## config.mk

```make
export PLATFORM = sky130hd
export DESIGN_NAME = serial_sub_flags
export DESIGN_NICKNAME = d
export VERILOG_FILES = /design/src/rtl/serial_sub_flags.sv
export SDC_FILE = /design/constraint.sdc
export NUM_CORES = 1
export LEC_CHECK = 0
export ABC_AREA = 0
export CAP_MARGIN = 20
export CORE_ASPECT_RATIO = 0.6
export CORE_MARGIN = 1.5
export CORE_UTILIZATION = 40
export DETAILED_ROUTE_END_ITERATION = 10
export GPL_TIMING_DRIVEN = 1
export SETUP_SLACK_MARGIN = 0.02
export SLEW_MARGIN = 20
export SYNTH_ARGS = -nofsm -noshare
export SYNTH_HDL_FRONTEND = slang
export SYNTH_SLANG_ARGS = --single-unit
```

## constraint.sdc

```tcl
create_clock -name clk -period 2.1 [get_ports clk]
set_clock_uncertainty 0.05 [all_clocks]
set_input_delay 0.21 -clock clk [delete_from_list [all_inputs] [get_ports clk]]
set_output_delay 0.21 -clock clk [all_outputs]
set_load 0.005 [all_outputs]
```

## src/rtl/serial_sub_flags.sv

```systemverilog
// Bit-serial WIDTH-bit subtractor z = x - y (LSB first) with sign/zero/overflow/borrow/parity flags.
// Latency: result and flags load WIDTH edges after the accepting edge; one op per WIDTH+1 cycles.
// Backpressure: start is sampled only while idle; requests while busy are dropped, not queued.
module serial_sub_flags #(
    parameter int WIDTH = 16
) (
    input  logic             clk,
    input  logic             rst_n,
    input  logic             start,
    input  logic [WIDTH-1:0] x,
    input  logic [WIDTH-1:0] y,
    output logic             busy,
    output logic             done,
    output logic [WIDTH-1:0] z,
    output logic             sign,
    output logic             zero,
    output logic             overflow,
    output logic             carry,
    output logic             parity
);

    localparam logic [0:0] IDLE = 1'b0;
    localparam logic [0:0] RUN  = 1'b1;

    localparam int CW = $clog2(WIDTH);
    localparam logic [CW-1:0] LAST = CW'(WIDTH - 1);

    logic [0:0]       state;
    logic [WIDTH-1:0] a;
    logic [WIDTH-1:0] b;
    logic [WIDTH-1:0] r;
    logic             borrow;
    logic [CW-1:0]    cnt;
    logic             xmsb;
    logic             ymsb;

    logic             d;
    logic             borrow_nxt;
    logic [WIDTH-1:0] r_nxt;

    always_comb begin
        d          = a[0] ^ b[0] ^ borrow;
        borrow_nxt = (~a[0] & b[0]) | (~(a[0] ^ b[0]) & borrow);
        // new difference bit enters at the MSB so the LSB lands at bit 0 after WIDTH shifts
        r_nxt      = (r >> 1) | {d, {(WIDTH-1){1'b0}}};
    end

    assign busy = (state == RUN);

    always_ff @(posedge clk or negedge rst_n) begin
        if (!rst_n) begin
            state    <= IDLE;
            a        <= '0;
            b        <= '0;
            r        <= '0;
            borrow   <= 1'b0;
            cnt      <= '0;
            xmsb     <= 1'b0;
            ymsb     <= 1'b0;
            done     <= 1'b0;
            z        <= '0;
            sign     <= 1'b0;
            zero     <= 1'b0;
            overflow <= 1'b0;
            carry    <= 1'b0;
            parity   <= 1'b0;
        end else begin
            done <= 1'b0;
            if (state == IDLE) begin
                if (start) begin
                    a      <= x;
                    b      <= y;
                    r      <= '0;
                    borrow <= 1'b0;
                    cnt    <= '0;
                    xmsb   <= x[WIDTH-1];
                    ymsb   <= y[WIDTH-1];
                    state  <= RUN;
                end
            end else begin
                a      <= a >> 1;
                b      <= b >> 1;
                r      <= r_nxt;
                borrow <= borrow_nxt;
                cnt    <= cnt + 1'b1;
                if (cnt == LAST) begin
                    // operand registers are shifted out by now, so overflow uses the saved MSBs
                    z        <= r_nxt;
                    sign     <= d;
                    zero     <= ~|r_nxt;
                    overflow <= (xmsb ^ ymsb) & (d ^ xmsb);
                    carry    <= borrow_nxt;
                    parity   <= ~^r_nxt;
                    done     <= 1'b1;
                    cnt      <= '0;
                    state    <= IDLE;
                end
            end
        end
    end

endmodule

```

# Yosys cells after proc, flatten, opt, wreduce, memory -nomap -nowiden
# Cells that the tools add are included.
# word_totals
reg_bits,78
in_bits,35
out_inout_bits,23
elab_cells,51
# op_classes
n_addsub,1
n_eq_ne,1
n_mux,16
n_bitwise,12
reduce_logical,6
# op_table
cell,n
$mux 16,6
$or 15x16->16,1
$reduce_or 16->1,1
$reduce_xnor 16->1,1
$mux 4,3
$mux 1,7
$add 4x1->4 const B,1
$eq 4x4->1 const B,1
$reduce_and 2->1,2
$xor 1x1->1,4
$and 1x1->1,3
$not 1->1,3
$reduce_bool 2->1,1
$logic_not 1->1,1
$or 1x1->1,1

# Depth between registers and ports, before layout
# depth
depth_word,5
mapped_depth,7
mapped_depth_nobuf,6

# Worst setup path before layout
# No wires, ideal clock.
# synth_path
path_kind,reg-to-reg
startpoint,register a[0]
endpoint,register parity
setup_ns,0.123
t_arrival_ns,1.793
path_slack_ns,0.133
path_stages_with_launch,7
path_buffers,0
path_cell_list,dfrtp_1 -> inv_1 -> fa_1 -> xor2_1 -> xnor3_1 -> xnor2_1 -> o21ai_1
# synth_via
elab_chain_cells,4
# synth_lines
item,line_no,rtl
"start, declared",29,logic [WIDTH-1:0] a;
"start signal, assigned",81,a <= a >> 1;
$xor 1x1->1 (2 in a row),42,d = a[0] ^ b[0] ^ borrow;
$or 15x16->16,45,"r_nxt = (r >> 1) | {d, {(WIDTH-1){1'b0}}};"
$reduce_xnor 16->1,93,parity <= ~^r_nxt;
"end signal, assigned",93,
"end, declared",19,output logic parity
# No other way between the ends.
# A chain may end at the register's enable or synchronous reset.

# Final worst setup path
# Same ends and word-level chain as after synthesis.

==> results.txt <==
----------------------------------------------------
[Layout]
  Cell area after layout ... roughly 4400 um2
  Antenna diode count ... 0
  Filler cell count in the final layout ... between 700 and 800
  Area of combinational cells with multiple inputs ... 1340 um2
  Final Net Count ... 430
  Storage element area ... approximately 1900 um2
  Layout overhead on the synthesized area ... 28.8%
  Cell Count, Final, Fillers Out ... around 500
  Fraction of final layout cells sized beyond drive strength 1 ... between 8 and 9%

[Timing]
  Max Clock Freq ... around 0.53 GHz
  RSZ-0062 raised after global routing ... no
  Transition time of the tightest slew-check pin ... 0.747 ns
  Number of hold violations in the final report ... 0
  Final Hold Slack ... about 0.33 ns
  Finish-stage setup viols ... 0
  Final sum of negative setup slack ... 0 ns
  Final min period ... around 1.9 ns
  Ratio of final minimum period to clock period ... between 80 and 90%
  Remaining max-slew budget at the tightest pin ... between 50 and 60%
  Count of pins over their slew limit ... 0

[Die]
  Die ar. ... 9120 um2
  Number of ports placed on the die boundary ... between 50 and 60
  Standard-cell rows ... 25
  Initial standard-cell utilization of the core ... between 40% and 50%
  Area of the core region ... 8070 um2
  Chip Width ... between 100 and 150 um
  Die height ... about 75 um

[Detailed routing]
  Number of nets with antenna violations after detailed routing ... 0
  Wire per inst ... 13.9 um
  Number of optimization iterations in the first detailed-route pass ... 4
  Count of routing violations after the opening detailed-route iteration ... between 150 and 200
  Total Routed Length ... about 6.9 mm
  Post-detailed-route via-to-cell ratio ... ~4.8
  Number of remaining DRC errors ... 0
  Number of vias in the routed layout ... ~2,400

[Placement]
  Instance count after placement with tap cells included ... a little under 500
  Count of input and output buffers ... between 50 and 60
  Post-place instance area ... just over 4000 um2
  HPWL after DPL ... roughly 4.8 mm
  Final Wtd Congestion ... 0.750

[Worst setup path]
  Critical path required time ... roughly 2.3 ns
  Critical path fanouts, max ... 3
  Depth of the most critical reg-to-reg path ... 6
  Endpoint of the worst register-to-register path ... parity
  Worst setup SP type ... flip-flop
  Arrival @ worst endpoint ... 2.03 ns
  CP Class ... reg2reg
  Endpoint of the worst setup timing path ... parity
  Cells along the critical path ... inv_1, fa_1, xor2_1, xnor3_1, xnor2_1, o21ai_1
  R2R setup slack ... 0.21 ns
  Critical path capture point type ... flip-flop
  Slowest cell on the critical path ... sky130_fd_sc_hd__fa_1
  Crit. Startpoint ... a[0]
  Startpoint of the most critical register-to-register path ... a[0]
  Crit-path max cell delay ... ~0.58 ns

[Synth]
  Area fraction in compound gates after synthesis ... a little under an eighth
  Multiplexer fraction of the synthesized cell area ... between 10% and 20%
  Mapped Cells ... between 300 and 400
  Dominant combinational cell family by area after synthesis ... compound AO/OA/AOI/OAI gates
  Post-synth net total ... 371
  Number of warnings reported in the yosys synthesis log ... 0
  Post-synthesis area per instance ... 10.5 um2
  Simple logic cell fraction of the synthesized area ... between 10% and 20%
  Synthesized-area fraction occupied by adder cells ... about 4.1%
  Number of synthesized register bits ... 76
  Largest area contributor in the synthesized netlist ... sky130_fd_sc_hd__dfrtp_1
  Xor/xnor share of the synthesized area ... between 2 and 2.5%
  Share of the yosys chip area belonging to registers ... between 50 and 60%
  Synthesized area ... about 3400 um2
  Cell types occupying the most area after synthesis ... sky130_fd_sc_hd__dfrtp_1, sky130_fd_sc_hd__mux2i_1, sky130_fd_sc_hd__o21ai_0
  Distinct cell type count of the synthesized netlist ... 28
  Synth top area share ... between 50% and 60%

[Hold path]
  Class of the tightest hold or removal check ... in2reg

[GRT]
  Total grt overflow ... 0
  Antenna violations before repair ... 0
  Largest net degree at the start of global routing ... around 60
  Most utilized layer in the global route result ... met1
  Met3 layer usage reported by global route ... about 4.8%
  First-pass GRT wire length ... about 12 mm
  Overall global routing resource usage ... between 10% and 20%
  Fraction of met1 tracks used by global routing ... a little over a quarter
  Global Route met2 Usage ... between 20 and 25%
  Number of global-route vias before repair ... 2,354

[Clock network]
  Number of buffers on the longest clock path ... 2
  Clock transition at the registers of the reported paths ... approximately 0.06 ns
  Number of setup buffers added after CTS ... 0
  Clock network latency to the later pin of the worst-skew pair ... between 0.3 and 0.4 ns
  CTS tree ... built
  CTS buffer count ... 9
  Maximum level of the CTS H-tree ... 3
  Clk root buf ... sky130_fd_sc_hd__clkbuf_16
  Num Clock Sinks ... 76

[Flow run]
  Number of max-cap violations ... 0

[Power]
  Cell Pwr Density ... roughly 1400 nW/um2
  Total power after layout ... around 6300 uW
  Leakage ... 0.00206 uW
  Worst supply voltage drop on vdd ... just under 0.0007 V

[Status]
  Run status ... finished, final reports clean

----------------------------------------------------
-- cells by family (layout without fill, tap and decap cells) --
family / count (synthesis) / in the layout
flops: 76 / 76
xor+xnor: 8 / 8
simple gates: 83 / 83
compound gates: 71 / 71
mux: 37 / 37
fa+ha+maj: 10 / 10
buf+inv: 41 / 105
-- synthesized netlist by cell type --
| master | instances |
|---|---|
| sky130_fd_sc_hd__nand4b_1 | 1 |
| sky130_fd_sc_hd__mux2i_1 | 33 |
| sky130_fd_sc_hd__xor2_1 | 3 |
| sky130_fd_sc_hd__buf_1 | 2 |
| sky130_fd_sc_hd__buf_2 | 9 |
| sky130_fd_sc_hd__ha_1 | 8 |
| sky130_fd_sc_hd__nor2b_1 | 1 |
| sky130_fd_sc_hd__nand2b_1 | 4 |
| sky130_fd_sc_hd__inv_1 | 19 |
| sky130_fd_sc_hd__nand2_1 | 66 |
| sky130_fd_sc_hd__nor3b_1 | 1 |
| sky130_fd_sc_hd__xnor3_1 | 1 |
| sky130_fd_sc_hd__nand4_1 | 1 |
| sky130_fd_sc_hd__a21oi_1 | 2 |
| sky130_fd_sc_hd__o31ai_1 | 16 |
| sky130_fd_sc_hd__nor2_1 | 7 |
| sky130_fd_sc_hd__a21o_1 | 1 |
| sky130_fd_sc_hd__and4_1 | 1 |
| sky130_fd_sc_hd__fa_1 | 2 |
| sky130_fd_sc_hd__and3_1 | 1 |
| sky130_fd_sc_hd__o21ai_0 | 50 |
| sky130_fd_sc_hd__mux2_2 | 4 |
| sky130_fd_sc_hd__dfrtp_1 | 76 |
| sky130_fd_sc_hd__a22o_1 | 1 |
| sky130_fd_sc_hd__clkbuf_1 | 10 |
| sky130_fd_sc_hd__buf_4 | 1 |
| sky130_fd_sc_hd__o21ai_1 | 1 |
| sky130_fd_sc_hd__xnor2_1 | 4 |
-- power breakdown --
part / total, uW / switching [uW] / leakage, uW / internal (uW)
sequential: 2400 / 355 / 0.000987 / 2050
clock: 1440 / 541 / 0.000140 / 896
combinational: 2470 / 1140 / 0.000936 / 1330
-- flip-flops by register name (all words and copies together) (netlist names) --
| signal | cells |
|---|---|
| a | 16 |
| b | 16 |
| borrow | 1 |
| busy | 1 |
| carry | 1 |
| cnt | 4 |
| done | 1 |
| overflow | 1 |
| parity | 1 |
| r | 15 |
| xmsb | 1 |
| ymsb | 1 |
| z | 16 |
| zero | 1 |
-- cell usage in the layout (no fill, tap or decap), types with 2 or more instances in the layout --
| master | instances |
|---|---|
| sky130_fd_sc_hd__ha_1 | 8 |
| sky130_fd_sc_hd__xnor2_1 | 4 |
| sky130_fd_sc_hd__clkdlybuf4s50_1 | 55 |
| sky130_fd_sc_hd__nand2b_1 | 4 |
| sky130_fd_sc_hd__nand2_1 | 66 |
| sky130_fd_sc_hd__fa_1 | 2 |
| sky130_fd_sc_hd__clkbuf_16 | 9 |
| sky130_fd_sc_hd__buf_4 | 13 |
| sky130_fd_sc_hd__nor2_1 | 7 |
| sky130_fd_sc_hd__mux2_2 | 4 |
| sky130_fd_sc_hd__xor2_1 | 3 |
| sky130_fd_sc_hd__o21ai_0 | 50 |
| sky130_fd_sc_hd__inv_1 | 19 |
| sky130_fd_sc_hd__a21oi_1 | 2 |
| sky130_fd_sc_hd__clkbuf_8 | 3 |
| sky130_fd_sc_hd__o31ai_1 | 16 |
| sky130_fd_sc_hd__clkbuf_1 | 3 |
| sky130_fd_sc_hd__mux2i_1 | 33 |
| sky130_fd_sc_hd__dfrtp_1 | 75 |
-- worst max-delay path, delay by kind of cell, from the launching register on --
family / cells / cell delay, ns
adder cells (fa/ha/maj): 1 / 0.58
buffers and inverters: 1 / 0.08
AO/OA/AOI/OAI: 1 / 0.07
XOR/XNOR: 3 / 0.59
flip-flops: 1 / 0.39
-- timing repair --
action / CTS / global route
hold buffers: 1 / 0
endpoints found under the hold margin: 58 / 0
endpoints found under the setup margin: 0 / 1
gates resized for setup: 0 / 0
-- metrics by stage --
stage / util [%] / setup WS [ns]
floorplan: - / 0.133
global route: 54.5 / 0.126
finish: 54.5 / 0.213
detailed placement: 50.9 / 0.0657
global placement: 50.9 / 0.131
CTS: 54.5 / 0.0601
-- final cells by class --
cell class	count	area share, %
Sequential cell	76	43.3
Clock inverter	1	0.114
Multi-Input combinational cell	209	30.5
Timing Repair Buffer	70	15.1
Inverter	19	1.62
Clock buffer	15	6.31
Tap cell	108	3.07
-- per-layer routing --
metal	share of wire (%)	routed length [um]
met5	0	0
met1	55	3780
met4	0.80	55
met3	4.7	327
met2	40	2740
-- worst min path at each step --
| stage | start | endpoint | cells after the start |
|---|---|---|---|
| 2_1_floorplan | rst_n | a[0] | 0 |
| 3_3_place_gp | rst_n | b[12] | 1 |
| 3_5_place_dp | rst_n | b[12] | 1 |
| 4_1_cts | start | ymsb | 3 |
| 5_1_grt | start | xmsb | 3 |
| 6_report | start | ymsb | 3 |
Power figures use the tool's default switching activity.
